### config.mk
export PLATFORM = sky130hd
export DESIGN_NAME = turn_sequencer_m
export DESIGN_NICKNAME = d
export VERILOG_FILES = /design/src/rtl/turn_sequencer_m.sv
export SDC_FILE = /design/constraint.sdc
export NUM_CORES = 1
export LEC_CHECK = 0
export ABC_CLOCK_PERIOD_IN_PS = 4200
export BUFFER_PORTS_ARGS = -buffer_cell sky130_fd_sc_hd__buf_2
export CAP_MARGIN = 20
export CORE_UTILIZATION = 54
export CTS_CLUSTER_SIZE = 14
export DETAILED_ROUTE_END_ITERATION = 7
export GPL_TIMING_DRIVEN = 0
export PLACE_DENSITY_LB_ADDON = 0.05
export RECOVER_POWER = 25
export SLEW_MARGIN = 20
export SYNTH_ARGS = -nofsm -noshare
export SYNTH_HDL_FRONTEND = slang
export SYNTH_SLANG_ARGS = --single-unit
### constraint.sdc
create_clock -name clk -period 4.2 [get_ports clk]
set_input_delay 0.21 -clock clk [delete_from_list [all_inputs] [get_ports clk]]
set_output_delay 0.21 -clock clk [all_outputs]
set_load 0.01 [all_outputs]
### src/rtl/turn_sequencer_m.sv
// Turn sequencer for a 3x3 board: arbitrates X/O move requests, owns the board write
// port and decides win/draw/next turn. Optional per-move forfeit timer: MOVE_TIMEOUT_EN.
module turn_sequencer_m #(
   parameter int CELLS       = 9,
   parameter int IDX_W       = 4,
   parameter int FIRST_O     = 0,
   parameter int TIMEOUT_CYC = 1024
) (
   input  logic               clk,
   input  logic               rst,
   input  logic               new_game,
   input  logic               x_req,
   input  logic [IDX_W-1:0]   x_loc,
   output logic               x_ack,
   output logic               x_nack,
   input  logic               o_req,
   input  logic [IDX_W-1:0]   o_loc,
   output logic               o_ack,
   output logic               o_nack,
   input  logic [2*CELLS-1:0] board_state,
   output logic               wr_en,
   output logic [IDX_W-1:0]   wr_loc,
   output logic [1:0]         wr_val,
   output logic               board_clr,
   output logic               turn,
   output logic               game_over,
   output logic [1:0]         winner
);

   typedef enum logic [1:0] {
      S_WAIT,
      S_WRITE,
      S_CHECK,
      S_OVER
   } state_t;

   state_t state;

   // Out-of-range indices read as the illegal code so they can never look empty.
   function automatic logic [1:0] cell_at(input logic [2*CELLS-1:0] b,
                                          input logic [IDX_W-1:0]   loc);
      logic [1:0] c;
      c = 2'b11;
      for (int i = 0; i < CELLS; i++) begin
         if (loc == IDX_W'(i)) c = b[2*i +: 2];
      end
      return c;
   endfunction

   function automatic logic is_legal(input logic [2*CELLS-1:0] b,
                                     input logic [IDX_W-1:0]   loc);
      return (int'(loc) < CELLS) && (cell_at(b, loc) == 2'b00);
   endfunction

   function automatic logic line3(input logic [2*CELLS-1:0] b,
                                  input int a, input int c, input int d,
                                  input logic [1:0] v);
      return (b[2*a +: 2] == v) && (b[2*c +: 2] == v) && (b[2*d +: 2] == v);
   endfunction

   function automatic logic has_line(input logic [2*CELLS-1:0] b,
                                     input logic [1:0]         v);
      return line3(b, 0, 1, 2, v) || line3(b, 3, 4, 5, v) || line3(b, 6, 7, 8, v) ||
             line3(b, 0, 3, 6, v) || line3(b, 1, 4, 7, v) || line3(b, 2, 5, 8, v) ||
             line3(b, 0, 4, 8, v) || line3(b, 2, 4, 6, v);
   endfunction

   function automatic logic board_full(input logic [2*CELLS-1:0] b);
      logic f;
      f = 1'b1;
      for (int i = 0; i < CELLS; i++) begin
         if (b[2*i +: 2] == 2'b00) f = 1'b0;
      end
      return f;
   endfunction

   logic             act_req;
   logic [IDX_W-1:0] act_loc;
   logic [1:0]       side_val;
   logic             nack_hold;
   logic             act_legal;

   assign act_req   = turn ? o_req : x_req;
   assign act_loc   = turn ? o_loc : x_loc;
   assign side_val  = turn ? 2'b10 : 2'b01;
   // A requester sees its nack one cycle late, so its still-high req is skipped once.
   assign nack_hold = x_nack | o_nack;
   assign act_legal = is_legal(board_state, act_loc);

`ifdef MOVE_TIMEOUT_EN
   localparam int CNT_W = (TIMEOUT_CYC > 2) ? $clog2(TIMEOUT_CYC) : 1;
   logic [CNT_W-1:0] wait_cnt;
   logic             timeout_hit;

   assign timeout_hit = (wait_cnt == CNT_W'(TIMEOUT_CYC - 1));
`else
   logic unused_timeout_cfg;

   assign unused_timeout_cfg = (TIMEOUT_CYC != 0);
`endif

   always_ff @(posedge clk) begin
      if (rst) begin
         state     <= S_WAIT;
         turn      <= (FIRST_O != 0);
         game_over <= 1'b0;
         winner    <= 2'b00;
         x_ack     <= 1'b0;
         x_nack    <= 1'b0;
         o_ack     <= 1'b0;
         o_nack    <= 1'b0;
         wr_en     <= 1'b0;
         wr_loc    <= '0;
         wr_val    <= 2'b00;
         board_clr <= 1'b0;
`ifdef MOVE_TIMEOUT_EN
         wait_cnt  <= '0;
`endif
      end else begin
         x_ack     <= 1'b0;
         x_nack    <= 1'b0;
         o_ack     <= 1'b0;
         o_nack    <= 1'b0;
         wr_en     <= 1'b0;
         board_clr <= 1'b0;
         if (new_game) begin
            board_clr <= 1'b1;
            turn      <= (FIRST_O != 0);
            game_over <= 1'b0;
            winner    <= 2'b00;
            state     <= S_WAIT;
`ifdef MOVE_TIMEOUT_EN
            wait_cnt  <= '0;
`endif
         end else begin
            case (state)
               S_WAIT: begin
`ifdef MOVE_TIMEOUT_EN
                  wait_cnt <= wait_cnt + 1'b1;
`endif
                  if (act_req && !nack_hold && act_legal) begin
                     if (turn) o_ack <= 1'b1;
                     else      x_ack <= 1'b1;
                     wr_en  <= 1'b1;
                     wr_loc <= act_loc;
                     wr_val <= side_val;
                     state  <= S_WRITE;
                  end else begin
                     if (act_req && !nack_hold) begin
                        if (turn) o_nack <= 1'b1;
                        else      x_nack <= 1'b1;
                     end
`ifdef MOVE_TIMEOUT_EN
                     if (timeout_hit) begin
                        game_over <= 1'b1;
                        winner    <= turn ? 2'b01 : 2'b10;
                        state     <= S_OVER;
                     end
`endif
                  end
               end
               // board_m commits on the edge leaving WRITE; CHECK sees the new board.
               S_WRITE: state <= S_CHECK;
               S_CHECK: begin
                  if (has_line(board_state, side_val)) begin
                     game_over <= 1'b1;
                     winner    <= side_val;
                     state     <= S_OVER;
                  end else if (board_full(board_state)) begin
                     game_over <= 1'b1;
                     winner    <= 2'b00;
                     state     <= S_OVER;
                  end else begin
                     turn  <= ~turn;
                     state <= S_WAIT;
`ifdef MOVE_TIMEOUT_EN
                     wait_cnt <= '0;
`endif
                  end
               end
               S_OVER:  state <= S_OVER;
               default: state <= S_WAIT;
            endcase
         end
      end
   end

endmodule
; After elaboration in Yosys (flattened, before gate mapping)
; Index checks and enable logic that the tools add are counted.
[word_totals]
out_inout_bits = 16
register_bits = 18
word_cells = 126
[classes]
n_mux = 37
reduce_logical = 47
eq_ne = 21
bitwise_logic = 8
n_lt_le_gt_ge = 1
[op_table]
columns = operator, count
row1 = $mux W2, 15
row2 = $logic_not A2 Y1, 11
row3 = $mux W1, 20
row4 = $logic_and A1 B1 Y1, 19
row5 = $eq A2 B2 Y1, 9
row6 = $eq A4 B3 Y1 const B, 4
row7 = $eq A4 B2 Y1 const B, 2
row8 = $pmux W2 S4, 1
row9 = $logic_or A1 B1 Y1, 7
row10 = $not A1 Y1, 7
row11 = $reduce_and A3 Y1, 2
row12 = $reduce_or A5 Y1, 1
row13 = $eq A2 B2 Y1 const B, 2
row14 = $eq A4 B1 Y1 const B, 1
row15 = $eq A4 B4 Y1 const B, 1
row16 = $logic_not A4 Y1, 1
row17 = $lt A4 B4 Y1 const B, 1
row18 = $mux W4, 1
row19 = $reduce_or A4 Y1, 1
row20 = $reduce_or A3 Y1, 1
row21 = $eq A2 B1 Y1 const B, 1
row22 = $ne A2 B2 Y1 const B, 1
row23 = $reduce_and A2 Y1, 1
row24 = $reduce_bool A2 Y1, 1
row25 = 3 further kinds, 3

; Logic depth before layout (Yosys ltp)
[depth]
depth_word = 18
ltp_mapped = 10

; Least setup slack after synthesis
; No wires, ideal clock.
[synth_timing]
kind = register to register
start = register turn
end = register wr_loc[0]
path_slack_ns = 1.650
period_less_slack_ns = 2.550
arrival_ns = 2.429
path_stages_with_launch = 9
setup_time_ns = 0.121
required_time_ns = 4.079
path_cell_list = dfxtp_1 > buf_6 > or4b_4 > a21oi_2 > a211oi_1 > a311oi_2 > a21oi_2 > nor4b_4 > mux2_4
[synth_between]
elab_chain_len = 15
[synth_rtl]
columns = item, line_no
row1 = start: declaration, 25  ; output logic turn,
row2 = start signal: assignment, 105  ; turn <= (FIRST_O != 0);
row3 = start signal: assignment, 128  ; turn <= (FIRST_O != 0);
row4 = start signal: assignment, 174  ; turn <= ~turn;
row5 = $mux W4, 84  ; assign act_loc = turn ? o_loc : x_loc;
row6 = $logic_not A4 Y1, 45  ; if (loc == IDX_W'(i)) c = b[2*i +: 2];
row7 = $mux W2 (9 in a row), 45
row8 = $logic_not A2 Y1, 52  ; return (int'(loc) < CELLS) && (cell_at(b, loc) == 2'b00);
row9 = $logic_and A1 B1 Y1, 52
row10 = $logic_and A1 B1 Y1, 141  ; if (act_req && !nack_hold && act_legal) begin
row11 = $reduce_and A3 Y1 (no source line), n/a
row12 = end signal: assignment, 145  ; wr_loc <= act_loc;
row13 = end: declaration, 22  ; output logic [IDX_W-1:0] wr_loc,
; Several ways; a longest one is shown, not always the timed one.
; A chain may end at the register's enable or synchronous reset.

; Final worst setup path
[layout_timing]
start = register turn
end = register wr_loc[3]
; Same word-level chain as after synthesis.

==> results.yml <==
sta:
  worst_slack_ps: 1423
  period_needed_ps: 2777
  slew_headroom_pct: 49.31
  fmax_ghz: 0.3601
  drv_slew: 0
  setup_viol: 0
  hold_viol_final: 0
  rsz0062_at_grt: "false"
  worst_pin_slew_ps: 739.2
  skew_ps: 2.606
  setup_tns_ps: 0
  post-route-period-util_pct: 66.12
route:
  vias: 1522
  vias_per_cell: 6.162
  antenna_left: 0
  first_iter_violations: 36
  dr.pass1.iters: 4
  drc: 0
  drt-total-wl_microns: 3512
  routedWlPerCell_microns: 14.22
die:
  die_w_microns: 52.72
  start_util_pct: 56.57
  rows: 18
  num_io_pins: 47
  dieArea_sq_um: 2779
  die_height_microns: 52.72
  core_area_sq_um: 2455
cells_and_area:
  drive_gt1_share_pct: 27.19
  utilization_pct: 67.99
  diodes: 0
  nNetsFinal: 250
  fin_area_sq_um: 1669
  instances_no_fill: 247
  ff_latch_area_sq_um: 360.3
  syn_to_final_growth_pct: 20.18
  fillers: 228
  multi_input_area_sq_um: 993.5
logic_synthesis:
  syn-cell-area_sq_um: 1389
  avgSynthCellArea_sq_um: 8.267
  ys_ff_latch: 18
  ys_warn_count: 0
  synth_edf_count: 0
  syn_nets: 199
  ys_types: 48
  async_flop_share_pct: 0
  synthFlopType: "dfxtp_1"
  synthCells: 168
  seq_area_frac_synth_pct: 25.95
placed_design:
  hpwlAfterDp_microns: 2755
  dpl.cell_count: 244
  gp_congestion: 0.8646
  placed_cell_area_sq_um: 1657
  dp_slack_ps: 1473
  io_buffer_count: 46
critical_path:
  crit_start: "turn"
  start_kind: "register"
  cp_data_required_time_ps: 4380
  r2r-end: "wr_loc[3]"
  worst-path-buf-inv: 1
  cp_num_cells: 7
  crit_path_max_fanout: 10
  crit_slowest_cell: "mux2i_1"
  worst-r2r-cell-count: 7
  worstSetupPathType: "register to register"
  worstSetupEndpoint: "wr_loc[3]"
  crit_chain: "buf_6 -> mux2i_1 -> o21ai_0 -> a32oi_1 -> nor2_1 -> nor4b_4 -> mux2_4"
  regToRegSetupSlack_ps: 1420
  cp-end-kind: "register"
  r2r-start: "turn"
  worstPathArrival_ps: 2960
  cpPeakStageDelay_ps: 640
  crit_family: "multiplexers"
cts:
  cts_resized: 0
  clock-root-buffer: "clkbuf_4"
  cts_htree_levels: 1
  clk_pin_slew_ps: 80
  clkLatencyLatePin_ps: 280
  cts_hold_buf: 0
  cts_tree: "done"
  cts_setup_buffers: 0
  cts_sinks: 18
  clockBufferDepth: 2
  numCtsBuffers: 3
global_routing:
  antenna_found_initial: 0
  grt_start_max_net_pins: 11
  grt_pass1_wl_microns: 5485
  gr-total-overflow: 0
  grt_util_all_layers_pct: 26.51
  grt_pass1_vias: 1263
power:
  pwr_density_cell_nw_per_um2: 201.4
  ir_drop_mv: 0.2082
  p_leak_uw: 0.0006488
outcome:
  status: "completed"
run:
  drv_cap: 0
min_path:
  min_path_type: "primary input to register"
[power by group]
group	internal (uW)	leakage [uW]	switching [uW]	total, uW
Sequential	173	0.000145	0.891	174
Clock	33.3	0.0000138	46.1	79.4
Combinational	35.9	0.000490	47.4	83.3
Total	242	0.000649	94.4	336
[per-layer routing]
| metal | vias to the layer above | GRT usage (%) | share of wire (%) |
|---|---|---|---|
| met3 | 11 | 2.029 | 7.3 |
| met1 | 699 | 35.38 | 44 |
| li1 | 737 | - | - |
| met4 | 0 | 12.28 | 1.9 |
| met5 | - | 0 | 0 |
| met2 | 75 | 42.83 | 47 |
[registers in the layout, indices dropped and copies added (netlist names), 2 cells and up]
name / cells
wr_loc: 4
winner: 2
wr_val: 2
state: 2
[synthesized netlist by cell type (all sizes together) (2+ instances only)]
cell type | instances | area share (%)
a21oi | 8 | 3.4
and2 | 2 | 0.90
and3b | 2 | 1.3
buf | 4 | 1.7
dfxtp | 18 | 26
inv | 2 | 0.54
mux2 | 6 | 6.2
mux2i | 9 | 6.5
nand2 | 11 | 3.0
nand2b | 11 | 5.0
nand3 | 4 | 1.4
nand3b | 6 | 3.2
nand4 | 2 | 0.90
nand4b | 2 | 1.3
nor2 | 20 | 5.4
nor2b | 7 | 3.2
nor3 | 2 | 0.72
nor3b | 4 | 2.2
nor4b | 2 | 2.3
o21ai | 7 | 2.5
o22ai | 10 | 4.5
o31ai | 2 | 1.1
o32ai | 3 | 1.9
o41ai | 2 | 1.3
or2 | 2 | 0.90
or3b | 4 | 2.5
[cells in the final DEF, fill, tap and decap left out, types with 7 or more instances in the layout]
cell      instances
buf_2            39
nor2b_1           7
o21ai_0           7
nand2b_1         11
nand2_1          11
o22ai_1          10
clkbuf_1          9
mux2i_1           9
nor2_1           20
dfxtp_1          18
[cells by family after synthesis]
logic type	after synthesis	synth area share, %
buf+inv	7	2.522
simple gates	87	38.20
mux	15	12.70
compound gates	41	20.63
flops	18	25.95
[layout make-up]
cell class	count	area share [%]
multi-input cells	143	59.52
flip-flops and latches	18	21.59
repair buffers	46	13.19
well taps	30	2.249
plain buffers	5	1.649
clock buffers	3	1.349
inverters	2	0.4498
[metrics by stage]
stage / total power (uW) / hold WS (ps)
after floorplan: 224.3 / 338.2
after global placement: 257.0 / 446.3
after detailed placement: 259.3 / 465.7
after CTS: 336.9 / 217.7
after global routing: 352.1 / 223.4
final: 336.2 / 215.4
[worst min path at each step]
stage | cells past startpoint | end | slack (ps) | from
after floorplan | 1 | board_clr | 340 | new_game
after global placement | 1 | game_over | 450 | game_over
after detailed placement | 2 | winner[0] | 470 | winner[0]
after CTS | 2 | board_clr | 220 | new_game
after global routing | 2 | board_clr | 220 | new_game
final | 2 | board_clr | 220 | new_game
Power figures use the tool's default switching activity.
